**src/rtl/qr_stream_pkg.sv**
```systemverilog
// Shared types and helpers for the QR core stream adapter.
package qr_stream_pkg;

  localparam int unsigned ROW_LANES  = 4;
  localparam int unsigned ROW_DATA_W = 13;

  typedef enum logic [2:0] {
    ST_IDLE,
    ST_LOAD,
    ST_FEED,
    ST_HOLD,
    ST_DRAIN
  } state_t;

  typedef logic signed [ROW_DATA_W-1:0] lane_t;
  typedef lane_t [ROW_LANES-1:0]        row_t;

  // Bits needed to hold the values 0..n inclusive.
  function automatic int unsigned cnt_w(input int unsigned n);
    return (n < 2) ? 1 : $clog2(n + 1);
  endfunction

endpackage

```
**src/rtl/qr_row_fifo.sv**
```systemverilog
// First-word-fall-through row FIFO with synchronous clear; a push on a full
// FIFO is accepted only when a pop happens in the same cycle.
module qr_row_fifo
  import qr_stream_pkg::*;
#(
  parameter int unsigned WIDTH = 52,
  parameter int unsigned DEPTH = 8
) (
  input  logic             clk,
  input  logic             reset,
  input  logic             clr,
  input  logic             push,
  input  logic [WIDTH-1:0] push_data,
  input  logic             pop,
  output logic [WIDTH-1:0] head_data,
  output logic             full,
  output logic             empty
);

  localparam int unsigned PW = (DEPTH < 2) ? 1 : $clog2(DEPTH);
  localparam int unsigned CW = cnt_w(DEPTH);

  logic [WIDTH-1:0] mem [DEPTH];
  logic [PW-1:0]    wr_ptr, rd_ptr;
  logic [CW-1:0]    count;
  logic             do_push, do_pop;

  function automatic logic [PW-1:0] ptr_next(input logic [PW-1:0] p);
    return (p == PW'(DEPTH - 1)) ? '0 : p + PW'(1);
  endfunction

  assign full      = (count == CW'(DEPTH));
  assign empty     = (count == '0);
  assign do_pop    = pop && !empty;
  assign do_push   = push && (!full || do_pop);
  assign head_data = mem[rd_ptr];

  always_ff @(posedge clk) begin
    if (reset || clr) begin
      wr_ptr <= '0;
      rd_ptr <= '0;
      count  <= '0;
    end else begin
      if (do_push) wr_ptr <= ptr_next(wr_ptr);
      if (do_pop)  rd_ptr <= ptr_next(rd_ptr);
      case ({do_push, do_pop})
        2'b10:   count <= count + CW'(1);
        2'b01:   count <= count - CW'(1);
        default: ;
      endcase
    end
  end

  always_ff @(posedge clk) begin
    if (do_push) mem[wr_ptr] <= push_data;
  end

endmodule

```
**src/rtl/qr_stream_adapter.sv**
```systemverilog
// Host-stream to QR core adapter: buffers one matrix, feeds rows on the core
// ready strobe, captures result rows and ends on core finish or timeout.
module qr_stream_adapter
  import qr_stream_pkg::*;
#(
  parameter int unsigned LANES     = 4,
  parameter int unsigned DATA_W    = 13,
  parameter int unsigned IN_DEPTH  = 9,
  parameter int unsigned OUT_DEPTH = 8,
  parameter bit          HOLD_LAST = 1'b1,
  parameter int unsigned TIMEOUT   = 100
) (
  input  logic                    clk,
  input  logic                    reset,
  input  logic                    in_valid,
  output logic                    in_ready,
  input  logic [LANES*DATA_W-1:0] in_data,
  input  logic                    in_last,
  input  logic                    core_ready,
  output logic [LANES*DATA_W-1:0] core_data,
  output logic                    core_last_end,
  input  logic                    core_valid,
  input  logic [LANES*DATA_W-1:0] core_out,
  input  logic                    core_finish,
  output logic                    out_valid,
  input  logic                    out_ready,
  output logic [LANES*DATA_W-1:0] out_data,
  output logic                    done,
  output logic                    timeout,
  output logic                    overflow
);

  localparam int unsigned RW  = LANES * DATA_W;
  localparam int unsigned LCW = cnt_w(IN_DEPTH);
  localparam int unsigned TCW = cnt_w(TIMEOUT);

  state_t         state, state_nxt;
  logic [LCW-1:0] load_cnt;
  logic [TCW-1:0] tmo_cnt;

  logic           in_push, in_full, in_empty, in_row_last;
  logic [RW:0]    in_head;
  logic           out_push, out_pop, out_full, out_empty;
  logic [RW-1:0]  out_head;
  logic           run, issue, tmo_hit;

  assign run         = (state == ST_FEED) || (state == ST_HOLD);
  assign in_ready    = (state == ST_LOAD) && !in_full;
  assign in_push     = in_valid && in_ready;
  // The IN_DEPTH-th row always closes the matrix, whatever in_last says.
  assign in_row_last = in_last || (load_cnt == LCW'(IN_DEPTH - 1));
  assign issue       = (state == ST_FEED) && core_ready && !in_empty;
  assign tmo_hit     = run && (tmo_cnt == TCW'(TIMEOUT - 1));
  assign out_push    = run && core_valid;
  assign out_valid   = !out_empty;
  assign out_pop     = out_valid && out_ready;
  assign out_data    = out_empty ? '0 : out_head;

  qr_row_fifo #(
    .WIDTH (RW + 1),
    .DEPTH (IN_DEPTH)
  ) u_in_fifo (
    .clk       (clk),
    .reset     (reset),
    .clr       (state == ST_IDLE),
    .push      (in_push),
    .push_data ({in_row_last, in_data}),
    .pop       (issue),
    .head_data (in_head),
    .full      (in_full),
    .empty     (in_empty)
  );

  qr_row_fifo #(
    .WIDTH (RW),
    .DEPTH (OUT_DEPTH)
  ) u_out_fifo (
    .clk       (clk),
    .reset     (reset),
    .clr       (state == ST_IDLE),
    .push      (out_push),
    .push_data (core_out),
    .pop       (out_pop),
    .head_data (out_head),
    .full      (out_full),
    .empty     (out_empty)
  );

  always_comb begin
    state_nxt = state;
    case (state)
      ST_IDLE:  state_nxt = ST_LOAD;
      ST_LOAD:  if (in_push && in_row_last) state_nxt = ST_FEED;
      ST_FEED,
      ST_HOLD: begin
        if (core_finish || tmo_hit)       state_nxt = ST_DRAIN;
        else if (issue && in_head[RW])    state_nxt = ST_HOLD;
      end
      ST_DRAIN: if (out_empty) state_nxt = ST_IDLE;
      default:  state_nxt = ST_IDLE;
    endcase
  end

  always_ff @(posedge clk) begin
    if (reset) begin
      state         <= ST_IDLE;
      load_cnt      <= '0;
      tmo_cnt       <= '0;
      core_data     <= '0;
      core_last_end <= 1'b0;
      done          <= 1'b0;
      timeout       <= 1'b0;
      overflow      <= 1'b0;
    end else begin
      state <= state_nxt;
      done  <= run && core_finish;

      if (state == ST_IDLE) begin
        load_cnt <= '0;
        tmo_cnt  <= '0;
        timeout  <= 1'b0;
        overflow <= 1'b0;
      end
      if (in_push) load_cnt <= load_cnt + LCW'(1);
      if (run)     tmo_cnt  <= tmo_cnt + TCW'(1);
      if (tmo_hit && !core_finish) timeout <= 1'b1;
      if (out_push && out_full && !out_pop) overflow <= 1'b1;

      // Issued row stays registered only while holding with HOLD_LAST set.
      if (issue) begin
        core_data     <= in_head[RW-1:0];
        core_last_end <= in_head[RW];
      end else if (!(state == ST_HOLD && HOLD_LAST)) begin
        core_data     <= '0;
        core_last_end <= 1'b0;
      end
    end
  end

endmodule

```
**config.mk**
```make
export PLATFORM = sky130hd
export DESIGN_NAME = qr_stream_adapter
export DESIGN_NICKNAME = d
export VERILOG_FILES = /design/src/rtl/qr_stream_pkg.sv /design/src/rtl/qr_row_fifo.sv /design/src/rtl/qr_stream_adapter.sv
export SDC_FILE = /design/constraint.sdc
export NUM_CORES = 1
export LEC_CHECK = 0
export CAP_MARGIN = 10
export CORE_MARGIN = 5
export CORE_UTILIZATION = 50
export CTS_CLUSTER_SIZE = 12
export DETAILED_ROUTE_END_ITERATION = 6
export PLACE_DENSITY_LB_ADDON = 0.15
export SLEW_MARGIN = 20
export SYNTH_ARGS = -nofsm -noshare
export SYNTH_HDL_FRONTEND = slang
export SYNTH_SLANG_ARGS = --single-unit
export TNS_END_PERCENT = 50
```
**constraint.sdc**
```tcl
create_clock -name clk -period 12.1 [get_ports clk]
set_input_delay 1.815 -clock clk [delete_from_list [all_inputs] [get_ports clk]]
set_output_delay 1.815 -clock clk [all_outputs]
set_load 0.02 [all_outputs]
```
## Word-level counts from Yosys, hierarchy flattened

Memory sizes are Yosys's and may differ from the RTL's. A register that Yosys moved wholly into a read port is not among the register bits.
Index checks and enable logic that the tools add are counted.

- Add/subtract/negate cells: 10
- Equal/unequal tests: 20
- Multiplexer cells: 31
- Reduce and logical (&&, ||, !) cells: 40

Operators with widths:

| operator | count |
|---|---|
| $mux 52 | 3 |
| $mux 3 | 8 |
| $mux 4 | 6 |
| $add 4x1->4 const B | 5 |
| $eq 4x4->1 const B | 5 |
| $logic_and 1x1->1 | 17 |
| $pmux 4 s2 | 2 |
| $mux 7 | 2 |
| $pmux 3 s4 | 1 |
| $reduce_bool 2->1 | 6 |
| $eq 3x3->1 const B | 3 |
| $mux 1 | 9 |
| $logic_not 4->1 | 2 |
| $sub 4x1->4 const B | 2 |
| $add 7x1->7 const B | 1 |
| $eq 7x7->1 const B | 1 |
| $add 3x1->3 const B | 2 |
| $eq 3x2->1 const B | 2 |
| $logic_not 1->1 | 6 |
| $logic_or 1x1->1 | 6 |
| $eq 2x1->1 const B | 2 |
| $eq 2x2->1 const B | 2 |
| $ne 2x2->1 const B | 2 |
| $eq 3x1->1 const B | 1 |
| other kinds (5) | 5 |

- Bits in registers: 92
- RAM bits: 893
- Bits of input ports: 112
- Output and inout port bits: 110
- Word-level logic and storage cells: 117
- Memories: 2

Memories:

| name | words | width | rd ports | clocked after Yosys merged registers in | wr ports | line | source |
|---|---|---|---|---|---|---|---|
| u_in_fifo.mem | 9 | 53 | 1 | 1 | 1 | qr_row_fifo.sv:23 | `logic [WIDTH-1:0] mem [DEPTH];` |
| u_out_fifo.mem | 8 | 52 | 1 | 1 | 1 | qr_row_fifo.sv:23 |  |

## Longest topological paths before layout

Gate-level depths: netlist of the first run.

- Depth in word-level cells: 8
- Mapped depth: 12
- Mapped depth without buffers: 11

## Hierarchy

A second synthesis of the first run with hierarchy kept.

- Cells, all modules: 2104
- Area, all modules: 38953.6 um^2

By module, submodules not included:

| module | instances | cells each | area each (um^2) | seq. area each (um^2) |
|---|---|---|---|---|
| qr_row_fifo at u_in_fifo | 1 | 1079 | 19207.2 | 14644.0 |
| qr_row_fifo at u_out_fifo | 1 | 684 | 16353.2 | 12752.2 |
| qr_stream_adapter | 1 | 341 | 3393.3 | 1401.3 |

## Worst setup path after synthesis of the first run

Ideal clock, no wire load.

- Path type: input-to-reg
- From: input port core_valid
- To: memory u_out_fifo.mem[8][0] (netlist: u_out_fifo.mem[4][0]), enable pin
- Setup time: 0.609 ns
- Data arrival time: 7.915 ns
- Required time: 11.491 ns
- Setup slack: 3.576 ns
- Stages on the path: 4
- Buffers on the path: 0
- Cell sequence: nand3b_1 > a31oi_1 > inv_1 > nor4b_1

- Longest elaborated chain between the ends: 4

Ends and longest elaborated chain:

| element | line | source |
|---|---|---|
| start, declared | qr_stream_adapter.sv:22 | `input logic core_valid,` |
| $logic_and 1x1->1 | qr_stream_adapter.sv:54 | `assign out_push = run && core_valid;` |
| $logic_and 1x1->1 | qr_row_fifo.sv:35 | `assign do_push = push && (!full \|\| do_pop);` |
| $mux 1 | qr_row_fifo.sv:55 | `if (do_push) mem[wr_ptr] <= push_data;` |
| $mux 1 (not written as such) | qr_row_fifo.sv:55 |  |
| end, declared | qr_row_fifo.sv:23 |  |

Every way passes these cells.

==> flow_summary_export.csv, run 1 <==
group,metric,value,unit
outcome,run_status,"finished, final reports clean",
worst_setup_path,crit_top_cell,"buf_6",
routing,dr.pass1.iters,5,
place,dp.cells,2935,
grt,grt_usage,19.07,%
synth,synth.distinct_cells,53,
worst_setup_path,path_depth,6,
floorplan,ios,222,
synth,netlist_instances,1808,
worst_hold_path,hold_depth,1,
clock_tree,cts_buffers,103,
grt,grt_max_degree,57,
worst_setup_path,crit_arrival,3.78,ns
worst_hold_path,holdCritPathClass,"reg2reg",
power_and_ir_drop,totalPowerFinal,6.951,mW
clock_tree,clk_latency,0.65,ns
sta,min_period,5.591,ns
power_and_ir_drop,p_per_area,157.7,nW/um^2
clock_tree,cts_tree,"done",
synth,synth_area,37560,um^2
synth,synth_nets,1939,
grt,grt_pass1_wl,118300,um
layout,nets,2202,
layout,area_growth,17.35,%
floorplan,core-area,74450,um^2
layout,layout-drive-gt1-share,18.69,%
layout,finalNonFillerCells,3127,
clock_tree,clk_path_buf_depth,3,
flow_run,cap_violations,0,
sta,fmax,0.1789,GHz
grt,overflow,0,
routing,drc,0,
sta,tns,0,ns
worst_setup_path,path_max_fanout,52,
worst_setup_path,rr_worst_depth,5,
synth,synth_xor_area_share,0.1632,%
clock_tree,clock-sinks,992,
synth,synth_edf_count,893,
floorplan,fp.dieW,284.1,um
clock_tree,post-cts-setup-buffers,0,
sta,clock-skew-final,0.03749,ns
routing,final_antenna_net_count,0,
synth,syn_avg_cell_area,20.77,um^2
sta,setup_violations,0,
worst_setup_path,crit_chain,"buf_6 > buf_6 > mux4_2 > mux2i_1 > nor2_1 > clkdlybuf4s50_1",
synth,synth_warnings,0,
worst_setup_path,slowest_stage,"buf_6",
synth,synth-seq-area-share,76.67,%
synth,synth_top_family_by_area,"multiplexers",
sta,final_hold_viol_count,0,
worst_setup_path,crit_buf_inv,3,
worst_setup_path,cp.required,10.28,ns
worst_setup_path,startpoint_type,"flip-flop",
floorplan,start_util,50.45,%
worst_setup_path,crit_family,"buffers and inverters",
grt,grt_pass1_vias,19330,
synth,synth_top_flop_cell,"edfxtp_1",
routing,vias_per_cell,5.774,
worst_setup_path,end_kind,"primary output",
synth,synthSimpleGateAreaFrac,3.181,%
clock_tree,hold_buffers,0,
floorplan,die_y,284.1,um
clock_tree,cts-htree-levels,3,
sta,slew_headroom,34.05,%
clock_tree,cts.repair.resized,0,
worst_setup_path,worst-setup-path-type,"reg2out",
clock_tree,clk_root_buffer_cell,"clkbuf_16",
synth,synthArstFlopShare,0,%
place,portBuffers,221,
routing,wl_per_cell,24.61,um
sta,period_share,46.20,%
sta,slew_viol_final,0,
place,gp_congestion,0.7304,
routing,wl,76950,um
sta,worst_pin_slew,0.9892,ns
synth,ys_ff_latch,992,
worst_setup_path,max_stage_delay,0.69,ns
routing,drt_iter0_markers,1274,
power_and_ir_drop,p_leak,13.56,nW
clock_tree,clk_pin_slew_worst_paths,0.06,ns
place,place_hpwl,40390,um
synth,synth.mux.area_fraction,15.73,%
floorplan,placementRows,100,
synth,yosys.area_share.adder,0.6330,%
floorplan,dieArea,80700,um^2
power_and_ir_drop,vdd_ir_drop_max,0.1191,mV
routing,num_vias,18060,
synth,synth_compound_area_share,2.252,%
grt,antenna_found_initial,9,
sta,rsz0062_at_grt,"false",
## area by class of cell
class,count,area (um^2)
Inverter,13,48.80
Antenna cell,2,5.005
Multi-Input combinational cell,710,8328
Tap cell,969,1212
Clock inverter,36,335.3
Clock buffer,154,2882
Sequential cell,992,28820
Fill cell,5376,30370
Timing Repair Buffer,251,2445
## flip-flops by register name (all words and copies together) (netlist names), 3 cells and up, named ones only
signal             count
tmo_cnt                7
u_in_fifo.mem        477
u_in_fifo.wr_ptr       4
state                  3
u_out_fifo.count       4
u_out_fifo.wr_ptr      3
u_in_fifo.count        4
u_out_fifo.mem       416
load_cnt               4
core_data             52
u_in_fifo.rd_ptr       4
u_out_fifo.rd_ptr      3
## per-stage QoR
stage | hold slack [ns] | cell area (um^2) | utilization, % | setup slack [ns]
3_5_place_dp | 0.4572 | 40850 | 54.87 | 6.465
5_1_grt | 0.4814 | 44070 | 59.20 | 6.134
4_1_cts | 0.4705 | 44060 | 59.19 | 5.782
6_report | 0.4682 | 44080 | 59.21 | 6.509
2_1_floorplan | 0.4485 | 37560 | - | 3.576
3_3_place_gp | 0.4512 | 40850 | 54.87 | 6.539
## power by group
part           internal, mW  total (mW)  switching [mW]
Combinational        0.0846       0.202           0.117
Clock                  1.73        2.98            1.25
Sequential             3.76        3.77          0.0110
Total                  5.58        6.95            1.38
## synthesized netlist by cell type, types with 4 or more instances
cell / instances / area share, %
a21oi_1: 26 / 0.35
edfxtp_1: 893 / 71
nor2_1: 133 / 1.3
buf_2: 25 / 0.33
mux4_2: 209 / 13
buf_6: 10 / 0.30
nand2_1: 23 / 0.23
inv_1: 13 / 0.13
nand4_1: 5 / 0.083
clkbuf_1: 36 / 0.36
nor3_1: 9 / 0.12
dfxtp_1: 99 / 5.3
nand2b_1: 6 / 0.10
and2_1: 9 / 0.15
nor2b_1: 8 / 0.13
o21ai_0: 13 / 0.17
xor2_1: 7 / 0.16
a221o_1: 52 / 1.4
nand3_1: 13 / 0.17
nor3b_1: 5 / 0.10
or3_1: 8 / 0.13
mux2i_1: 120 / 3.2
buf_1: 19 / 0.19
nand3b_1: 4 / 0.080
and3_1: 4 / 0.067
ha_1: 19 / 0.63
## cell usage in the layout, fill, tap and decap left out, types with 7 or more instances in the layout
cell / count
nand3_1: 13
buf_4: 28
ha_1: 19
clkbuf_8: 7
clkbuf_1: 42
nand2_1: 23
or3_1: 8
clkinv_1: 15
clkdlybuf4s50_1: 221
dfxtp_1: 93
mux4_2: 209
clkbuf_16: 105
nor2_1: 132
edfxtp_1: 893
xor2_1: 7
a221o_1: 52
clkinv_2: 10
o21ai_0: 13
mux2i_1: 120
a21oi_1: 26
nor2b_1: 8
inv_1: 13
## kinds of logic (layout without fill, tap and decap cells)
group                      Yosys count  after routing
DFF                                992            992
muxes                              329            329
and+or+nand+nor                    247            247
AOI/OAI and AO/OA                  108            108
buffers and inverters              106            454
adders and majority gates           19             19
xor gates and xnor gates             7              7
other                                0              2
## worst paths after layout
check                       startpoint              endpoint  slack (ns)
hold / removal    u_in_fifo.mem[8][40]         core_data[40]        0.47
setup / recovery             flip-flop           out_data[8]        6.51
setup reg to reg              state[2]  u_in_fifo.mem[2][28]        8.50
hold reg to reg   u_in_fifo.mem[8][40]         core_data[40]        0.47
## layer usage
layer | track usage, % | wire [um] | up-vias
met5 | 0 | 96 | -
met2 | 32.42 | 38800 | 463
met4 | 5.396 | 1873 | 14
met3 | 4.271 | 4563 | 150
met1 | 25.12 | 31620 | 9461
li1 | - | - | 7967
(Power assumes the default switching activity.)
==> run 2, diff against run 1 <==
- clock period: 12.1 -> 4.64 ns (I/O delays scaled with it)
==> flow_summary_export.csv, run 2 (synthesized netlist as in run 1, its figures left out) <==
group,metric,value,unit
power_and_ir_drop,p_int,14.38,mW
worst_setup_path,worst-setup-path-type,"reg2out",
layout,regMostFlops,"u_in_fifo.mem",
place,dp.cells,2956,
clock_tree,clk_root_buffer_cell,"clkbuf_16",
routing,final_antenna_net_count,0,
routing,drt_iter0_markers,1311,
layout,final_cell_mix,"edfxtp_1 (893), clkdlybuf4s50_1 (221), mux4_2 (209)",
routing,num_vias,18070,
place,portBuffers,221,
routing,wl_per_cell,24.61,um
sta,period_share,81.23,%
clock_tree,cts.repair.resized,0,
layout,seq_area,28820,um^2
sta,clock-skew-final,0.02478,ns
place,gp_congestion,0.7427,
clock_tree,clock-sinks,992,
clock_tree,cts-htree-levels,3,
worst_hold_path,holdCritPathClass,"reg2reg",
power_and_ir_drop,totalPowerFinal,17.93,mW
layout,layout-drive-gt1-share,19.12,%
sta,rsz0062_at_grt,"false",
clock_tree,clk_path_buf_depth,3,
routing,drc,0,
layout,fillerInstances,5360,
layout,finalNonFillerCells,3139,
power_and_ir_drop,pwr-share-seq,54.8,%
power_and_ir_drop,p_clk_share,42.0,%
layout,nets,2220,
grt,antenna_found_initial,9,
place,place_hpwl,44840,um
routing,vias_per_cell,5.758,
sta,slew_viol_final,0,
floorplan,dieArea,80700,um^2
layout,area_growth,18.29,%
clock_tree,clk_latency,0.65,ns
floorplan,placementRows,100,
floorplan,start_util,50.45,%
grt,grt_pass1_wl,118300,um
floorplan,die_y,284.1,um
sta,fmax,0.2653,GHz
power_and_ir_drop,p_sw,3.555,mW
clock_tree,cts_buffers,100,
floorplan,core-area,74450,um^2
grt,grt_max_degree,54,
routing,dr.pass1.iters,5,
sta,min_period,3.769,ns
clock_tree,cts_tree,"done",
worst_setup_path,path_max_fanout,19,
worst_setup_path,crit_arrival,3.07,ns
grt,grt_pass1_vias,19290,
routing,wl,77260,um
clock_tree,hold_buffers,0,
floorplan,fp.dieW,284.1,um
grt,overflow,0,
layout,final_common_cell,"edfxtp_1",
power_and_ir_drop,p_leak,13.67,nW
worst_setup_path,cp.required,3.94,ns
floorplan,ios,222,
worst_setup_path,end_kind,"primary output",
layout,multi_input_area,8361,um^2
outcome,run_status,"finished, final reports clean",
power_and_ir_drop,swShare,19.83,%
sta,worst_pin_slew,0.9475,ns
sta,slew_headroom,36.83,%
grt,grt_usage,19.04,%
power_and_ir_drop,vdd_ir_drop_max,0.2721,mV
clock_tree,post-cts-setup-buffers,0,
power_and_ir_drop,power_frac_comb,3.1,%
worst_setup_path,startpoint_type,"flip-flop",
clock_tree,clk_pin_slew_worst_paths,0.06,ns
power_and_ir_drop,p_per_area,403.6,nW/um^2
flow_run,cap_violations,0,
layout,top_regs,"u_in_fifo.mem (477), u_out_fifo.mem (416), core_data (52)",
sta,setup_violations,0,
layout,largest_reg_flops,477,
sta,final_hold_viol_count,0,
[run 2: cell type report]
cell class | count | share of cell area (%)
Sequential cell | 992 | 64.87
Multi-Input combinational cell | 710 | 18.82
Timing Repair Buffer | 272 | 6.573
Clock buffer | 154 | 6.438
Tap cell | 969 | 2.729
Clock inverter | 24 | 0.4309
Inverter | 13 | 0.1098
Antenna cell | 5 | 0.02816
[run 2: worst max-delay path, cell delays in order (launching register included)]
cell,delay [ns]
dfxtp_4,0.60
buf_4,0.38
mux4_2,0.54
mux2i_1,0.26
nor2_1,0.07
clkdlybuf4s50_1,0.57
[run 2: worst paths after layout]
kind | startpoint | to | slack [ns] | depth (start not counted)
setup / recovery | flip-flop | out_data[51] | 0.87 | 5
hold / removal | u_in_fifo.mem[8][19] | core_data[19] | 0.45 | 1
setup reg to reg | u_out_fifo.count[0] | u_out_fifo.count[2] | 1.45 | 11
hold reg to reg | u_in_fifo.mem[8][19] | core_data[19] | 0.45 | 1
[run 2: per-layer routing]
layer / part of all wire (%) / wire length, um / up-vias / track usage (%)
met5: 0.031 / 24 / - / 0
met4: 1.8 / 1373 / 4 / 4.552
met3: 5.5 / 4219 / 107 / 3.726
met2: 52 / 39930 / 470 / 33.12
met1: 41 / 31710 / 9500 / 25.14
li1: - / - / 7992 / -
[run 2: power by group through the flow]
stage | sequential (mW) | combinational [mW] | clock, mW
global placement | 10.0 | 0.550 | 0
finish | 9.83 | 0.557 | 7.54
detailed placement | 10.0 | 0.566 | 0
CTS | 9.83 | 0.569 | 7.73
global route | 9.83 | 0.607 | 8.13
floorplan | 10.0 | 0.239 | 0
[run 2: stage by stage]
step,hold slack [ns],instance area (um^2),setup WS [ns],setup TNS [ns],utilization [%]
after global placement,0.4499,41360,0.9114,0,55.56
after global routing,0.4794,44420,0.6414,0,59.66
after floorplan,0.4485,37590,-1.121,-219.16,-
after detailed placement,0.4570,41360,0.8246,0,55.56
final,0.4533,44430,0.8710,0,59.68
after CTS,0.4582,44410,0.7488,0,59.66
==> run 3, diff against run 2 <==
- clock period: 4.64 -> 3.2 ns (I/O delays scaled with it)
==> flow_summary_export.csv, run 3 (synthesized netlist as in run 1, its figures left out) <==
group,metric,value,unit
place,gp_congestion,0.7604,
layout,top_regs,"u_in_fifo.mem (477), u_out_fifo.mem (416), core_data (52)",
layout,final_cell_mix,"edfxtp_1 (893), mux4_2 (209), clkdlybuf4s50_1 (170)",
place,place_hpwl,45030,um
routing,wl,80550,um
place,preCtsSetupSlack,0.1561,ns
floorplan,start_util,50.45,%
layout,finalNonFillerCells,3176,
floorplan,die_y,284.1,um
routing,num_vias,18440,
layout,area_growth,19.55,%
layout,regMostFlops,"u_in_fifo.mem",
clock_tree,clock-sinks,992,
flow_run,cap_violations,0,
place,dpl_cell_area,41740,um^2
worst_setup_path,end_kind,"primary output",
clock_tree,hold_buffers,0,
sta,final_hold_viol_count,0,
worst_setup_path,crit_buf_inv,4,
clock_tree,cts-htree-levels,3,
power_and_ir_drop,p_per_area,571.3,nW/um^2
worst_setup_path,path_max_fanout,17,
routing,drt_iter0_markers,1307,
place,dp.cells,2972,
clock_tree,clk_latency,0.64,ns
worst_setup_path,crit_family,"buffers and inverters",
worst_setup_path,worst-setup-path-type,"reg2out",
floorplan,ios,222,
grt,grt_max_degree,53,
sta,clock-skew-final,0.01444,ns
clock_tree,cts_tree,"done",
routing,wl_per_cell,25.36,um
sta,rsz0062_at_grt,"true",
routing,vias_per_cell,5.807,
sta,slew_headroom,59.80,%
layout,layout-drive-gt1-share,21.02,%
grt,grt_pass1_wl,121600,um
floorplan,core-area,74450,um^2
worst_setup_path,crit_arrival,2.64,ns
sta,fin_ws,0.08261,ns
worst_hold_path,holdCritPathClass,"reg2reg",
sta,worst_pin_slew,0.5985,ns
layout,nets,2259,
layout,largest_reg_flops,477,
sta,period_share,97.42,%
sta,slew_viol_final,0,
grt,grt_pass1_vias,19330,
worst_setup_path,startpoint_type,"flip-flop",
worst_setup_path,crit_chain,"buf_4 > buf_12 > buf_12 > mux4_2 > mux2i_1 > nor2_1 > dlygate4sd2_1",
sta,min_period,3.117,ns
clock_tree,clk_root_buffer_cell,"clkbuf_16",
worst_setup_path,crit_top_cell,"buf_12",
outcome,run_status,"finished, final reports clean",
place,portBuffers,221,
routing,final_antenna_net_count,0,
clock_tree,clk_pin_slew_worst_paths,0.06,ns
floorplan,dieArea,80700,um^2
clock_tree,cts_buffers,100,
layout,final_common_cell,"edfxtp_1",
worst_setup_path,slowest_stage,"mux4_2",
sta,fmax,0.3208,GHz
routing,drc,0,
routing,dr.pass1.iters,5,
grt,antenna_found_initial,8,
floorplan,placementRows,100,
grt,grt_usage,19.74,%
layout,fin_area,44900,um^2
sta,setup_violations,0,
grt,overflow,0,
power_and_ir_drop,vdd_ir_drop_max,0.4354,mV
power_and_ir_drop,p_leak,14.30,nW
worst_setup_path,cp.required,2.72,ns
clock_tree,clk_path_buf_depth,3,
floorplan,fp.dieW,284.1,um
worst_setup_path,max_stage_delay,0.49,ns
==> run 3: cell count changes in the layout (fill, tap and decap cells not counted), moves of 5 or more <==
cell,change
clkdlybuf4s15_1,+5
buf_4,+19
dlymetal6s2s_1,+15
dlygate4sd2_1,+22
clkdlybuf4s50_1,-51
buf_12,+15
clkbuf_2,+9
==> run 3: routing by layer <==
layer  GRT usage, %  up-vias  part of all wire [%]
met3          4.014       94                   5.6
met1          27.35     9822                    43
met5              0        -                 0.042
met2          33.05      438                    50
met4          4.344        4                   1.4
li1               -     8085                     -
==> run 3: metrics by stage <==
stage                     power, mW  utilization, %  hold WS [ns]  setup TNS (ns)
after floorplan               14.88               -        0.4485          -72.26
after global placement        15.33           56.06        0.4523               0
after detailed placement      15.36           56.06        0.4577               0
after CTS                     25.94           60.05        0.4700          -1.368
after global routing          26.56           60.30        0.4821         -0.2258
final                         25.65           60.31        0.4670               0
==> run 3: path summary, 6_finish.rpt <==
check                  startpoint                  to  slack, ns  cells past startpoint
max                     flip-flop        out_data[37]       0.08                      7
min          u_in_fifo.mem[8][21]       core_data[21]       0.47                      1
max reg2reg              state[1]  u_in_fifo.count[2]       0.47                     10
min reg2reg  u_in_fifo.mem[8][21]       core_data[21]       0.47                      1
==> run 3: layout make-up <==
| class | instances | area (um^2) |
|---|---|---|
| diodes | 4 | 10.01 |
| flip-flops and latches | 992 | 28820 |
| fillers | 5302 | 29540 |
| clock buffers | 149 | 2746 |
| well taps | 969 | 1212 |
| inverters | 13 | 51.30 |
| clock inverters | 28 | 193.9 |
| multi-input cells | 710 | 8404 |
| repair buffers | 311 | 3463 |
==> run 3: worst register-to-register path: cells and delay by family (launching register included) <==
kind,cells,cell delay [ns]
fa+ha+maj,2,0.59
flops,1,0.31
compound gates,2,0.32
simple gates,3,1.00
xor+xnor,2,0.26
buf+inv,1,0.17
==> run 3: what timing repair did <==
action                                  4_1_cts  5_1_grt
buffers inserted                              3       18
endpoints found under the setup margin       50       30
cloned                                        1        1
resized for setup                            37       42
==> run 3: power breakdown <==
part / switching (mW) / internal, mW
logic: 0.477 / 0.347
registers: 0.0378 / 14.2
clock network: 4.58 / 5.99
